## src/rtl/exp_pkg.sv

```systemverilog
// rtl/exp_pkg.sv - shared constants and types for the exp range-reduction block
//
// Holds the ln2 constant, index range and datapath widths used by
// exp_range_red and int_sel. No ports.

package exp_pkg;

  // ln2 in Q0.16
  localparam int unsigned LN2_Q16 = 45426;
  // Largest index the selector can produce for an in-range argument
  localparam int unsigned I_MAX   = 20;
  // Q4.11 unsigned argument width
  localparam int unsigned DATA_W  = 15;
  // Q1.11 signed remainder width
  localparam int unsigned R_W     = 12;
  // Index width
  localparam int unsigned I_W     = 5;

  // Shift that aligns a Q4.11 argument with the Q0.16 ln2 constant
  localparam int unsigned FRAC_SHIFT = 5;

  // First out-of-range argument: 14.0 in Q4.11
  localparam logic [DATA_W-1:0] X_LIMIT = 15'h7000;

  typedef logic [DATA_W-1:0] data_t;
  typedef logic [I_W-1:0]    idx_t;
  typedef logic [R_W-1:0]    rem_t;

endpackage

```

## src/rtl/int_sel.sv

```systemverilog
// rtl/int_sel.sv - combinational index selector, max(1, floor(x/ln2)) or 0 when x >= 14.0
//
// Ports:
//   data_i  in  DATA_W  unsigned Q4.11 argument x
//   idx_o   out I_W     1..I_MAX for in-range x, 0 when x is out of range

module int_sel
  import exp_pkg::*;
#(
  parameter int unsigned LN2 = exp_pkg::LN2_Q16
) (
  input  logic [DATA_W-1:0] data_i,
  output logic [I_W-1:0]    idx_o
);

  // Argument rescaled to the Q.16 grid of the ln2 constant
  logic [DATA_W+FRAC_SHIFT-1:0] x_q16;
  assign x_q16 = {data_i, {FRAC_SHIFT{1'b0}}};

  // The index is the largest k with k*ln2 <= x, never below 1. Thresholds
  // are constants, so this unrolls into a bank of comparators.
  always_comb begin
    idx_o = idx_t'(1);
    for (int k = 2; k <= int'(I_MAX); k++) begin
      if (32'(x_q16) >= (k * LN2)) begin
        idx_o = idx_t'(k);
      end
    end
    if (data_i >= X_LIMIT) begin
      idx_o = '0;
    end
  end

endmodule

```

## src/rtl/exp_range_red.sv

```systemverilog
// rtl/exp_range_red.sv - two-stage valid/ready range reduction x = i*ln2 + r for exp()
//
// Optional feature macro: EXP_RR_OVF_CNT_EN (adds the ovf_cnt port and counter).
//
// Ports:
//   clk        in   1       clock, rising edge
//   rst_n      in   1       asynchronous active-low reset
//   in_valid   in   1       input sample valid
//   in_ready   out  1       sample accepted this cycle when in_valid is high
//   in_data    in   15      unsigned Q4.11 argument x
//   out_valid  out  1       result valid
//   out_ready  in   1       downstream accepts the result
//   out_i      out  5       index max(1, floor(x/ln2)); 0 when out of range
//   out_r      out  12      signed Q1.11 remainder x - out_i*ln2
//   out_ovf    out  1       argument out of range (x >= 14.0)
//   ovf_cnt    out  16      saturating count of accepted out-of-range samples
//                           (only with EXP_RR_OVF_CNT_EN)

module exp_range_red
  import exp_pkg::*;
#(
  parameter int unsigned LN2_Q16 = exp_pkg::LN2_Q16
) (
  input  logic              clk,
  input  logic              rst_n,
  input  logic              in_valid,
  output logic              in_ready,
  input  logic [DATA_W-1:0] in_data,
  output logic              out_valid,
  input  logic              out_ready,
  output logic [I_W-1:0]    out_i,
  output logic [R_W-1:0]    out_r,
  output logic              out_ovf
`ifdef EXP_RR_OVF_CNT_EN
  ,
  output logic [15:0]       ovf_cnt
`endif
);

  localparam int unsigned DIFF_W = R_W + FRAC_SHIFT;

  // Stage 1 state
  logic  s1_valid_q, s1_valid_d;
  data_t s1_data_q,  s1_data_d;
  idx_t  s1_idx_q,   s1_idx_d;

  // Stage 2 (output) state
  logic  out_valid_q, out_valid_d;
  idx_t  out_i_q,     out_i_d;
  rem_t  out_r_q,     out_r_d;
  logic  out_ovf_q,   out_ovf_d;

  logic  s1_load;
  logic  s2_load;
  idx_t  sel_idx;

  logic [DIFF_W-1:0] x_sh;
  logic [DIFF_W-1:0] i_ln2;
  rem_t              rem;

  int_sel #(
    .LN2 (LN2_Q16)
  ) u_int_sel (
    .data_i (in_data),
    .idx_o  (sel_idx)
  );

  // Output stage frees up when empty or draining; stage 1 frees up when
  // empty or when its content moves on this cycle.
  assign s2_load  = !out_valid_q || out_ready;
  assign s1_load  = !s1_valid_q || s2_load;
  assign in_ready = s1_load;

  // Remainder only needs its low R_W bits after the floor shift, so the
  // subtraction is carried out modulo 2^DIFF_W. Dropping the low
  // FRAC_SHIFT bits of the two's-complement difference is the floor shift.
  assign x_sh  = DIFF_W'({s1_data_q, {FRAC_SHIFT{1'b0}}});
  assign i_ln2 = DIFF_W'(32'(s1_idx_q) * LN2_Q16);
  assign rem   = R_W'((x_sh - i_ln2) >> FRAC_SHIFT);

  always_comb begin
    s1_valid_d  = s1_valid_q;
    s1_data_d   = s1_data_q;
    s1_idx_d    = s1_idx_q;
    out_valid_d = out_valid_q;
    out_i_d     = out_i_q;
    out_r_d     = out_r_q;
    out_ovf_d   = out_ovf_q;

    if (s1_load) begin
      s1_valid_d = in_valid;
      if (in_valid) begin
        s1_data_d = in_data;
        s1_idx_d  = sel_idx;
      end
    end

    if (s2_load) begin
      out_valid_d = s1_valid_q;
      if (s1_valid_q) begin
        out_i_d   = s1_idx_q;
        out_ovf_d = (s1_idx_q == '0);
        // Out-of-range results carry a zero remainder
        out_r_d   = (s1_idx_q == '0) ? '0 : rem;
      end
    end
  end

  always_ff @(posedge clk or negedge rst_n) begin
    if (!rst_n) begin
      s1_valid_q  <= 1'b0;
      s1_data_q   <= '0;
      s1_idx_q    <= '0;
      out_valid_q <= 1'b0;
      out_i_q     <= '0;
      out_r_q     <= '0;
      out_ovf_q   <= 1'b0;
    end else begin
      s1_valid_q  <= s1_valid_d;
      s1_data_q   <= s1_data_d;
      s1_idx_q    <= s1_idx_d;
      out_valid_q <= out_valid_d;
      out_i_q     <= out_i_d;
      out_r_q     <= out_r_d;
      out_ovf_q   <= out_ovf_d;
    end
  end

  assign out_valid = out_valid_q;
  assign out_i     = out_i_q;
  assign out_r     = out_r_q;
  assign out_ovf   = out_ovf_q;

`ifdef EXP_RR_OVF_CNT_EN
  logic [15:0] ovf_cnt_q, ovf_cnt_d;

  // Counted at acceptance, so samples later flushed by reset still count
  // until that reset clears the counter too.
  always_comb begin
    ovf_cnt_d = ovf_cnt_q;
    if (in_valid && s1_load && (sel_idx == '0) && (ovf_cnt_q != 16'hFFFF)) begin
      ovf_cnt_d = ovf_cnt_q + 16'd1;
    end
  end

  always_ff @(posedge clk or negedge rst_n) begin
    if (!rst_n) begin
      ovf_cnt_q <= '0;
    end else begin
      ovf_cnt_q <= ovf_cnt_d;
    end
  end

  assign ovf_cnt = ovf_cnt_q;
`endif

endmodule

```

## config.mk

```make
export PLATFORM = sky130hd
export DESIGN_NAME = exp_range_red
export DESIGN_NICKNAME = d
export VERILOG_FILES = /design/src/rtl/exp_pkg.sv /design/src/rtl/int_sel.sv /design/src/rtl/exp_range_red.sv
export SDC_FILE = /design/constraint.sdc
export NUM_CORES = 1
export LEC_CHECK = 0
export CORE_MARGIN = 5
export CORE_UTILIZATION = 45
export DETAILED_ROUTE_END_ITERATION = 16
export GPL_ROUTABILITY_DRIVEN = 0
export GPL_TIMING_DRIVEN = 1
export PLACE_DENSITY_LB_ADDON = 0.12
export SYNTH_ARGS = -nofsm -noshare
export SYNTH_HDL_FRONTEND = slang
export SYNTH_SLANG_ARGS = --single-unit
```

## constraint.sdc

```tcl
create_clock -name clk -period 5.1 [get_ports clk]
set_input_delay 1.02 -clock clk [delete_from_list [all_inputs] [get_ports clk]]
set_output_delay 1.02 -clock clk [all_outputs]
set_load 0.01 [all_outputs]
```

; ---- Word-level counts from Yosys, hierarchy flattened
; Cells that the tools add are included.
[word_totals]
in_bits = 19
ff_bits = 37
output_inout_bits = 20
elab_cells = 57
[classes]
multipliers = 1
muxes = 21
order_cmp = 20
add_sub_neg = 1
n_reduce_logical = 7
[ops]
columns = operator, count
row1 = ">= comparator 20 bit, second input constant", 9
row2 = ">= comparator 20 x 19 -> 1 bit, second input constant", 6
row3 = ">= comparator 20 x 18 -> 1 bit, second input constant", 3
row4 = two-way mux 4 bit, 8
row5 = two-way mux 5 bit, 6
row6 = ">= comparator 20 x 17 -> 1 bit, second input constant", 1
row7 = subtractor 17 bit, 1
row8 = "multiplier 5 x 15 -> 16 bit, second input constant", 1
row9 = ">= comparator 15 bit, second input constant", 1
row10 = two-way mux 12 bit, 1
row11 = two-way mux 3 bit, 4
row12 = logical NOT 5 bit, 1
row13 = two-way mux 2 bit, 2
row14 = AND reduction 2 bit, 2
row15 = logical NOT 1 bit, 2
row16 = logical OR 1 bit, 2

; ---- Depth between registers and ports, before layout
; Gate-level depths: netlist of run 1.
[depth]
ltp_word = 21
ltp_mapped = 20
ltp_nobuf = 20

; ---- Hierarchy
; Synthesis of run 1 repeated with hierarchy kept, for this count alone.
[hier_totals]
hier_cells = 419
area_unflattened_um2 = 3797.4
[by_module_without_submodules]
columns = mod, cells_per_inst, seq_area_each_um2, n_inst, area_per_inst_um2
row1 = exp_range_red, 283, 925.9, 1, 2860.2
row2 = int_sel, 136, 0.0, 1, 937.1

; ---- Worst setup path before layout of run 1
; OpenSTA, ideal clock, no wires.
[synth_path]
path_kind = reg-to-reg
from = register s1_idx_q[3]
to = register out_r_q[11], in the netlist out_r[11]
n_path_buf = 0
setup_ns = 0.121
t_required_ns = 4.979
period_less_slack_ns = 4.275
t_arrival_ns = 4.154
path_stages_with_launch = 19
slack_ns = 0.825
path_cell_list = dfrtp_1 > fa_1 > ha_1 > inv_1 > fa_1 > inv_1 > ha_1 > o21ai_0 > a21oi_1 > o21ai_0 > a22oi_1 > mux2_2 > o2111ai_1 > ha_1 > or2_2 > mux2i_1 > a211oi_1 > xor2_1 > a22o_1
[synth_via]
elab_chain_len = 3
word_cells_on_any_way = 4
cone_classes = add/sub (1) / mul (1) / mux (1) / reduce/logical (1)
[synth_lines]
columns = item, line
row1 = start: declaration, exp_range_red.sv:45  ; idx_t s1_idx_q, s1_idx_d;
row2 = start signal: assignment, exp_range_red.sv:121  ; s1_idx_q <= s1_idx_d;
row3 = multiplier 5 x 15 -> 16 bit, exp_range_red.sv:78  ; assign i_ln2 = DIFF_W'(32'(s1_idx_q) * LN2_Q16);
row4 = subtractor 17 bit, exp_range_red.sv:79  ; assign rem = R_W'((x_sh - i_ln2) >> FRAC_SHIFT);
row5 = two-way mux 12 bit *, exp_range_red.sv:104  ; out_r_d = (s1_idx_q == '0) ? '0 : rem;
row6 = end signal: assignment, exp_range_red.sv:124  ; out_r_q <= out_r_d;
row7 = end: declaration, exp_range_red.sv:50  ; rem_t out_r_q, out_r_d;
; Every way passes the cells marked *; elsewhere a longest branch is shown, timed or not.
; A chain may end at the register's enable or synchronous reset.

; ---- Worst setup path in the final report of run 1
; Same ends and word-level chain as after synthesis.

==> flow_results.xml, run 1 <==
<?xml version="1.0" encoding="UTF-8"?>
<metrics>
  <group name="layout">
    <metric name="area_growth_syn_to_layout" unit="%">14.1</metric>
    <metric name="n_antenna_cell" unit="">0</metric>
    <metric name="fillCellCount" unit="">752</metric>
    <metric name="layout_commonest_cell" unit="">sky130_fd_sc_hd__nand2_1</metric>
    <metric name="register_area" unit="um2">926</metric>
    <metric name="layout.core_utilization" unit="">0.526</metric>
    <metric name="design.final.nets" unit="">514</metric>
    <metric name="multi_input_comb_area" unit="um2">2400</metric>
    <metric name="final_design_area_no_fill" unit="um2">4050</metric>
    <metric name="mostFrequentLayoutCells" unit="">sky130_fd_sc_hd__nand2_1, sky130_fd_sc_hd__ha_1, sky130_fd_sc_hd__clkdlybuf4s50_1, sky130_fd_sc_hd__dfrtp_1, sky130_fd_sc_hd__o21ai_0</metric>
    <metric name="drive_gt1_frac" unit="">0.0356</metric>
  </group>
  <group name="placed_design">
    <metric name="io_buffers" unit="">38</metric>
    <metric name="placedInstanceArea" unit="um2">3960</metric>
    <metric name="dp_hpwl" unit="um">6790</metric>
    <metric name="preCtsSetupSlack" unit="ns">0.527</metric>
  </group>
  <group name="synth">
    <metric name="compound_gate_portion_of_the_synthesized_area" unit="">0.265</metric>
    <metric name="fraction_of_synthesis_flops_using_an_asynchronous_set_or_reset_pin" unit="">1.00</metric>
    <metric name="synth_adder_area_share" unit="">0.181</metric>
    <metric name="synthesis.yosys.warnings" unit="">0</metric>
    <metric name="post_synth_design_cell_area" unit="um2">3550</metric>
    <metric name="synth_enable_flop_cells" unit="">0</metric>
    <metric name="yosys.cell_types.count" unit="">62</metric>
    <metric name="yosys-mux-area-fraction" unit="">0.00882</metric>
    <metric name="postSynth.topFlopCell" unit="">sky130_fd_sc_hd__dfrtp_1</metric>
    <metric name="synth_top_family_by_area" unit="">compound AO/OA/AOI/OAI gates</metric>
    <metric name="synthesized_instance_count" unit="">425</metric>
    <metric name="yosysSeqAreaShare" unit="">0.261</metric>
    <metric name="synth_fp_nets" unit="">491</metric>
    <metric name="ys_ff_latch" unit="">37</metric>
    <metric name="synth_simple_gate_area_share" unit="">0.178</metric>
    <metric name="synth-xor-area-share" unit="">0.0445</metric>
    <metric name="postSynthAreaPerCell" unit="um2">8.34</metric>
  </group>
  <group name="timing">
    <metric name="max_freq" unit="MHz">218</metric>
    <metric name="drv_slew" unit="">0</metric>
    <metric name="fin_worst_skew" unit="ns">0.00657</metric>
    <metric name="finalCriticalPeriod" unit="ns">4.59</metric>
    <metric name="hold_violations" unit="">0</metric>
    <metric name="worst_slew_margin_rel" unit="">0.175</metric>
    <metric name="final_min_period_over_clock_period" unit="">0.900</metric>
    <metric name="totalNegativeSetupSlack" unit="ns">0</metric>
    <metric name="layout_setup_ws" unit="ns">0.511</metric>
    <metric name="holdWs" unit="ns">0.479</metric>
    <metric name="finalSetupViolations" unit="">0</metric>
    <metric name="tightestPinTransition" unit="ns">1.23</metric>
    <metric name="rsz0062_at_grt" unit="">false</metric>
  </group>
  <group name="drt">
    <metric name="antenna_left" unit="">0</metric>
    <metric name="vias" unit="">3230</metric>
    <metric name="drt_pass1_iterations" unit="">4</metric>
    <metric name="drc_errors" unit="">0</metric>
    <metric name="ratio_of_routed_vias_to_standard_cells" unit="">5.86</metric>
    <metric name="drt-initial-drc-count" unit="">133</metric>
    <metric name="postRouteWirelength" unit="um">8630</metric>
    <metric name="wl_per_cell" unit="um">15.7</metric>
  </group>
  <group name="worst_hold_path">
    <metric name="hold-path-endpoint" unit="">out_i[0]</metric>
    <metric name="hold_path_depth" unit="">2</metric>
    <metric name="timing.hold.worst.start" unit="">out_i[0]</metric>
    <metric name="timing.hold.worst.class" unit="">flop to flop</metric>
  </group>
  <group name="run_status">
    <metric name="result_of_the_run" unit="">completed</metric>
  </group>
  <group name="power">
    <metric name="power-per-cell-area" unit="nW/um2">571</metric>
    <metric name="worst_ir_drop_vdd" unit="uV">222</metric>
    <metric name="comb_power_frac" unit="">0.727</metric>
    <metric name="p_sw" unit="uW">1050</metric>
    <metric name="seq_power_share" unit="">0.186</metric>
    <metric name="power_leakage" unit="uW">0.00181</metric>
    <metric name="clock_power_share" unit="">0.088</metric>
    <metric name="power_switching_share" unit="">0.454</metric>
    <metric name="cell_internal_pwr" unit="uW">1260</metric>
  </group>
  <group name="floorplan">
    <metric name="io_pins" unit="">39</metric>
    <metric name="placementRows" unit="">32</metric>
    <metric name="core_area" unit="um2">7690</metric>
    <metric name="die_height" unit="um">98.8</metric>
    <metric name="initial_core_util" unit="">0.461</metric>
    <metric name="die_footprint" unit="um2">9760</metric>
    <metric name="dieWidth" unit="um">98.8</metric>
  </group>
  <group name="worst_setup_path">
    <metric name="cp_data_arrival_time" unit="ns">4.77</metric>
    <metric name="critical_path_class" unit="">flop to flop</metric>
    <metric name="required" unit="ns">5.28</metric>
    <metric name="critPathCaptureType" unit="">flop</metric>
    <metric name="startpoint_type" unit="">flop</metric>
    <metric name="reg2reg_from" unit="">s1_idx_q[3]</metric>
    <metric name="critical_path.max_fanout" unit="">7</metric>
    <metric name="r2r_slack" unit="ns">0.51</metric>
    <metric name="end_of_the_worst_register_to_register_path" unit="">out_r[11]</metric>
    <metric name="ff2ff_path_depth" unit="">19</metric>
  </group>
  <group name="cts">
    <metric name="cts.repair.resized" unit="">0</metric>
    <metric name="clk_transition_reported_paths" unit="ns">0.07</metric>
    <metric name="cts_hold_buf" unit="">0</metric>
    <metric name="post_cts_buffers" unit="">0</metric>
    <metric name="max-clock-path-buffers" unit="">2</metric>
    <metric name="htree_levels" unit="">2</metric>
    <metric name="cts_num_sinks" unit="">37</metric>
    <metric name="clockRootBuffer" unit="">sky130_fd_sc_hd__clkbuf_8</metric>
    <metric name="tritoncts_clock_tree" unit="">done</metric>
    <metric name="cts_made_buffers" unit="">5</metric>
    <metric name="clk-insertion-delay-late" unit="ns">0.29</metric>
  </group>
  <group name="global_route">
    <metric name="grt-ovfl-total" unit="">0</metric>
    <metric name="global_route.usage.total" unit="">0.179</metric>
    <metric name="antenna_found_initial" unit="">0</metric>
    <metric name="grt_pass1_vias" unit="">3018</metric>
    <metric name="grt_max_degree" unit="">38</metric>
    <metric name="grt_pass1_wl" unit="um">14500</metric>
  </group>
  <group name="run">
    <metric name="drv.max_cap_violation_count" unit="">0</metric>
  </group>
</metrics>
cells by family (layout without fill, tap and decap cells):
logic type | Yosys count | count (layout)
AO/OA/AOI/OAI | 137 | 137
XOR/XNOR | 18 | 18
adder cells (fa/ha/maj) | 47 | 47
buffers and inverters | 55 | 79
flip-flops | 37 | 37
multiplexers | 3 | 3
AND/OR/NAND/NOR | 128 | 128
synth_stat cells (all sizes together) (5+ instances only):
cell type	count	area, um2
nor2	17	63.8
a21oi	26	141
o2111ai	5	43.8
nand3	5	25.0
xnor2	7	61.3
xor2	11	96.3
fa	7	140
ha	40	500
nor3b	5	37.5
a211oi	6	45.0
nand2b	9	56.3
a2111oi	5	45.0
o21ai	38	190
dfrtp	37	926
a31oi	8	50.1
nand2	56	210
a22o	10	87.6
nor3	7	35.0
inv	31	116
or3	6	37.5
clkbuf	20	75.1
worst max-delay path, cell delays in order (launching register included):
cell and delay (ns):
sky130_fd_sc_hd__dfrtp_1 0.48, sky130_fd_sc_hd__fa_1 0.52, sky130_fd_sc_hd__ha_1 0.29, sky130_fd_sc_hd__inv_1 0.05, sky130_fd_sc_hd__fa_1 0.49, sky130_fd_sc_hd__inv_1 0.04
sky130_fd_sc_hd__ha_1 0.32, sky130_fd_sc_hd__o21ai_0 0.09, sky130_fd_sc_hd__o21ai_0 0.13, sky130_fd_sc_hd__o31ai_1 0.27, sky130_fd_sc_hd__inv_1 0.09, sky130_fd_sc_hd__a21oi_1 0.18
sky130_fd_sc_hd__xor2_1 0.09, sky130_fd_sc_hd__ha_1 0.34, sky130_fd_sc_hd__o211ai_1 0.10, sky130_fd_sc_hd__a31oi_1 0.28, sky130_fd_sc_hd__o21ai_1 0.13, sky130_fd_sc_hd__a211oi_1 0.27
sky130_fd_sc_hd__xor2_1 0.11, sky130_fd_sc_hd__a22o_1 0.20
through the flow:
step / std cells / total power, uW
floorplan: 425 / 1680
global placement: 543 / 2100
detailed placement: 543 / 2110
CTS: 551 / 2330
global route: 551 / 2550
finish: 551 / 2310
final cells by class:
class | count | share of cell area
repair buffers | 40 | 0.0965
inverters | 31 | 0.0288
clock inverters | 2 | 0.00247
clock buffers | 6 | 0.0179
multi-input cells | 333 | 0.594
flip-flops and latches | 37 | 0.229
well taps | 102 | 0.0315
metal layers:
layer  routed length [um]  global-route usage
met1                 3810               0.231
met2                 4200               0.304
met3                  370              0.0269
met4                  250              0.0641
met5                    0                   0
flip-flops by register name, indices dropped and copies added, names as in the netlist:
name,cells
out_i,5
out_r,12
s1_idx_q,5
out_valid,1
out_ovf,1
s1_data_q,12
s1_valid_q,1
power by group through the flow:
stage	Combinational [uW]	Sequential (uW)	Clock, uW
2_1_floorplan	1230	456	0
3_3_place_gp	1660	435	0
3_5_place_dp	1680	437	0
4_1_cts	1690	431	208
5_1_grt	1890	440	218
6_report	1680	429	202
worst max-delay path by stage:
| stage | to | cells past startpoint | slack [ns] | startpoint |
|---|---|---|---|---|
| 3_3_place_gp | out_r[11] | 19 | 0.63 | s1_idx_q[3] |
| 6_report | out_r[11] | 19 | 0.51 | s1_idx_q[3] |
| 5_1_grt | out_r[11] | 19 | 0.20 | s1_idx_q[3] |
| 4_1_cts | out_r[11] | 19 | 0.51 | s1_idx_q[3] |
| 2_1_floorplan | out_r[11] | 18 | 0.83 | s1_idx_q[3] |
| 3_5_place_dp | out_r[11] | 19 | 0.53 | s1_idx_q[3] |
(Power assumes the default switching activity.)
==> inputs of run 2 (changes only) <==
--- a/config.mk
+++ b/config.mk
@@ -10,7 +10,7 @@
 export DETAILED_ROUTE_END_ITERATION = 16
 export GPL_ROUTABILITY_DRIVEN = 0
 export GPL_TIMING_DRIVEN = 1
-export PLACE_DENSITY_LB_ADDON = 0.12
+export PLACE_DENSITY_LB_ADDON = 0.15
 export SYNTH_ARGS = -nofsm -noshare
 export SYNTH_HDL_FRONTEND = slang
 export SYNTH_SLANG_ARGS = --single-unit
==> constraint.sdc (replaced) <==
create_clock -name clk -period 5.1 [get_ports clk]
set_input_delay 1.02 -clock clk [delete_from_list [all_inputs] [get_ports clk]]
set_output_delay 1.02 -clock clk [all_outputs]
set_load 0.005 [all_outputs]
==> flow_results.xml, run 2 (synthesis results as in run 1) <==
<?xml version="1.0" encoding="UTF-8"?>
<metrics>
  <group name="timing">
    <metric name="tightestPinTransition" unit="ns">1.08</metric>
    <metric name="max_freq" unit="MHz">219</metric>
    <metric name="fin_worst_skew" unit="ns">0.00338</metric>
    <metric name="worst_slew_margin_rel" unit="">0.279</metric>
    <metric name="hold_violations" unit="">0</metric>
    <metric name="totalNegativeSetupSlack" unit="ns">0</metric>
    <metric name="rsz0062_at_grt" unit="">false</metric>
    <metric name="finalSetupViolations" unit="">0</metric>
    <metric name="final_min_period_over_clock_period" unit="">0.896</metric>
    <metric name="drv_slew" unit="">0</metric>
    <metric name="finalCriticalPeriod" unit="ns">4.57</metric>
  </group>
  <group name="worst_setup_path">
    <metric name="critPathTopFamily" unit="">adder cells</metric>
    <metric name="worst_path_most_repeated_cell" unit="">sky130_fd_sc_hd__ha_1</metric>
    <metric name="startpoint_type" unit="">flop</metric>
    <metric name="ff2ff_path_depth" unit="">18</metric>
    <metric name="worst_path_max_delay_cell" unit="">sky130_fd_sc_hd__fa_1</metric>
    <metric name="required" unit="ns">5.28</metric>
    <metric name="count_of_cell_instances_traversed_by_the_critical_path" unit="">18</metric>
    <metric name="critical_path.max_fanout" unit="">7</metric>
    <metric name="cp_data_arrival_time" unit="ns">4.75</metric>
    <metric name="critPathCaptureType" unit="">flop</metric>
    <metric name="critical_path_class" unit="">flop to flop</metric>
    <metric name="critical-path-max-stage-delay" unit="ns">0.51</metric>
    <metric name="r2r_slack" unit="ns">0.53</metric>
    <metric name="end_of_the_worst_register_to_register_path" unit="">out_r[11]</metric>
    <metric name="reg2reg_from" unit="">s1_idx_q[3]</metric>
    <metric name="critical_path.cell_chain" unit="">fa_1 &gt; ha_1 &gt; inv_1 &gt; fa_1 &gt; inv_1 &gt; ha_1 &gt; o21ai_0 &gt; a21oi_1 &gt; o21ai_0 &gt; a22oi_1 &gt; mux2_2 &gt; o2111ai_1 &gt; ha_1 &gt; or2_2 &gt; mux2i_1 &gt; a211oi_1 &gt; xor2_1 &gt; a22o_1</metric>
    <metric name="worst-path-buf-inv" unit="">2</metric>
  </group>
  <group name="layout">
    <metric name="design.final.nets" unit="">514</metric>
    <metric name="multi_input_comb_area" unit="um2">2400</metric>
    <metric name="n_antenna_cell" unit="">0</metric>
    <metric name="fillCellCount" unit="">727</metric>
    <metric name="layout_commonest_cell" unit="">sky130_fd_sc_hd__nand2_1</metric>
    <metric name="area_growth_syn_to_layout" unit="%">15.0</metric>
    <metric name="register_area" unit="um2">926</metric>
    <metric name="mostFrequentLayoutCells" unit="">sky130_fd_sc_hd__nand2_1, sky130_fd_sc_hd__ha_1, sky130_fd_sc_hd__clkdlybuf4s50_1, sky130_fd_sc_hd__dfrtp_1, sky130_fd_sc_hd__o21ai_0</metric>
    <metric name="drive_gt1_frac" unit="">0.0356</metric>
    <metric name="final-instance-count-excl-fill" unit="">551</metric>
  </group>
  <group name="cts">
    <metric name="clk_transition_reported_paths" unit="ns">0.07</metric>
    <metric name="cts_hold_buf" unit="">0</metric>
    <metric name="tritoncts_clock_tree" unit="">done</metric>
    <metric name="cts_num_sinks" unit="">37</metric>
    <metric name="post_cts_buffers" unit="">0</metric>
    <metric name="clk-insertion-delay-late" unit="ns">0.29</metric>
    <metric name="clockRootBuffer" unit="">sky130_fd_sc_hd__clkbuf_8</metric>
    <metric name="cts_made_buffers" unit="">5</metric>
    <metric name="max-clock-path-buffers" unit="">2</metric>
    <metric name="cts.repair.resized" unit="">0</metric>
    <metric name="htree_levels" unit="">2</metric>
  </group>
  <group name="power">
    <metric name="comb_power_frac" unit="">0.705</metric>
    <metric name="worst_ir_drop_vdd" unit="uV">176</metric>
    <metric name="power_switching_share" unit="">0.436</metric>
    <metric name="p_sw" unit="uW">1020</metric>
    <metric name="cell_internal_pwr" unit="uW">1330</metric>
    <metric name="power-per-cell-area" unit="nW/um2">576</metric>
    <metric name="seq_power_share" unit="">0.182</metric>
    <metric name="clock_power_share" unit="">0.112</metric>
    <metric name="power_leakage" unit="uW">0.00183</metric>
  </group>
  <group name="global_route">
    <metric name="grt_pass1_vias" unit="">3050</metric>
    <metric name="grt_pass1_wl" unit="um">14700</metric>
    <metric name="antenna_found_initial" unit="">0</metric>
    <metric name="global_route.usage.total" unit="">0.182</metric>
    <metric name="grt_max_degree" unit="">38</metric>
    <metric name="grt-ovfl-total" unit="">0</metric>
  </group>
  <group name="floorplan">
    <metric name="core_area" unit="um2">7690</metric>
    <metric name="initial_core_util" unit="">0.461</metric>
    <metric name="die_footprint" unit="um2">9760</metric>
    <metric name="dieWidth" unit="um">98.8</metric>
    <metric name="io_pins" unit="">39</metric>
    <metric name="die_height" unit="um">98.8</metric>
    <metric name="placementRows" unit="">32</metric>
  </group>
  <group name="drt">
    <metric name="postRouteWirelength" unit="um">8640</metric>
    <metric name="drt-initial-drc-count" unit="">146</metric>
    <metric name="wl_per_cell" unit="um">15.7</metric>
    <metric name="drc_errors" unit="">0</metric>
    <metric name="drt_pass1_iterations" unit="">4</metric>
    <metric name="antenna_left" unit="">0</metric>
    <metric name="ratio_of_routed_vias_to_standard_cells" unit="">5.82</metric>
    <metric name="vias" unit="">3209</metric>
  </group>
  <group name="run_status">
    <metric name="result_of_the_run" unit="">completed</metric>
  </group>
  <group name="run">
    <metric name="drv.max_cap_violation_count" unit="">0</metric>
  </group>
  <group name="worst_hold_path">
    <metric name="timing.hold.worst.class" unit="">flop to flop</metric>
    <metric name="timing.hold.worst.start" unit="">out_r[4]</metric>
    <metric name="hold-path-endpoint" unit="">out_r[4]</metric>
    <metric name="hold_path_depth" unit="">2</metric>
  </group>
  <group name="placed_design">
    <metric name="dp_hpwl" unit="um">6790</metric>
    <metric name="io_buffers" unit="">38</metric>
    <metric name="placed_cells" unit="">543</metric>
  </group>
</metrics>
[run 2: cell count changes in the layout (fill, tap and decap cells not counted)]
cell                        change
sky130_fd_sc_hd__bufinv_16      +1
sky130_fd_sc_hd__clkbuf_8       +1
sky130_fd_sc_hd__clkinv_2       -2
[run 2: worst max path at each step]
stage | start | endpoint | slack [ns]
after detailed placement | s1_idx_q[3] | out_r[11] | 0.56
after CTS | s1_idx_q[3] | out_r[11] | 0.53
after global placement | s1_idx_q[3] | out_r[11] | 0.65
after floorplan | s1_idx_q[3] | out_r[11] | 0.83
final | s1_idx_q[3] | out_r[11] | 0.53
after global routing | s1_idx_q[2] | out_r[11] | 0.11
[run 2: final cells by class]
class	instances	area share
clock buffers	7	0.0212
clock inverters	1	0.00736
inverters	31	0.0285
multi-input cells	333	0.589
flip-flops and latches	37	0.227
well taps	102	0.0313
repair buffers	40	0.0957
[run 2: power by group through the flow]
| stage | logic [uW] | registers (uW) | clock network, uW |
|---|---|---|---|
| 2_1_floorplan | 1230 | 434 | 0 |
| 3_3_place_gp | 1630 | 435 | 0 |
| 3_5_place_dp | 1660 | 436 | 0 |
| 4_1_cts | 1670 | 430 | 271 |
| 5_1_grt | 1870 | 441 | 286 |
| 6_report | 1660 | 428 | 263 |
[run 2: metal layers]
| layer | share of wire | vias up | GRT usage | routed length, um |
|---|---|---|---|---|
| li1 | - | 1605 | - | - |
| met1 | 0.44 | 1497 | 0.238 | 3840 |
| met2 | 0.49 | 91 | 0.310 | 4240 |
| met3 | 0.042 | 16 | 0.0262 | 366 |
| met4 | 0.023 | 0 | 0.0567 | 201 |
| met5 | 0 | - | 0 | 0 |
[run 2: per-stage QoR]
| step | util | cell area [um2] | hold WS (ns) | total power, uW | setup WS, ns |
|---|---|---|---|---|---|
| global placement | 0.515 | 3960 | 0.462 | 2070 | 0.651 |
| detailed placement | 0.515 | 3960 | 0.470 | 2090 | 0.557 |
| global route | 0.531 | 4080 | 0.514 | 2590 | 0.114 |
| finish | 0.531 | 4080 | 0.481 | 2350 | 0.531 |
| CTS | 0.531 | 4080 | 0.486 | 2370 | 0.532 |
| floorplan | - | 3550 | 0.452 | 1660 | 0.825 |
[run 2: worst min-delay path: cells and delay by family (launching register included)]
family | cells | cell delay (ns)
AO/OA/AOI/OAI | 1 | 0.06
flip-flops | 1 | 0.34
AND/OR/NAND/NOR | 1 | 0.05
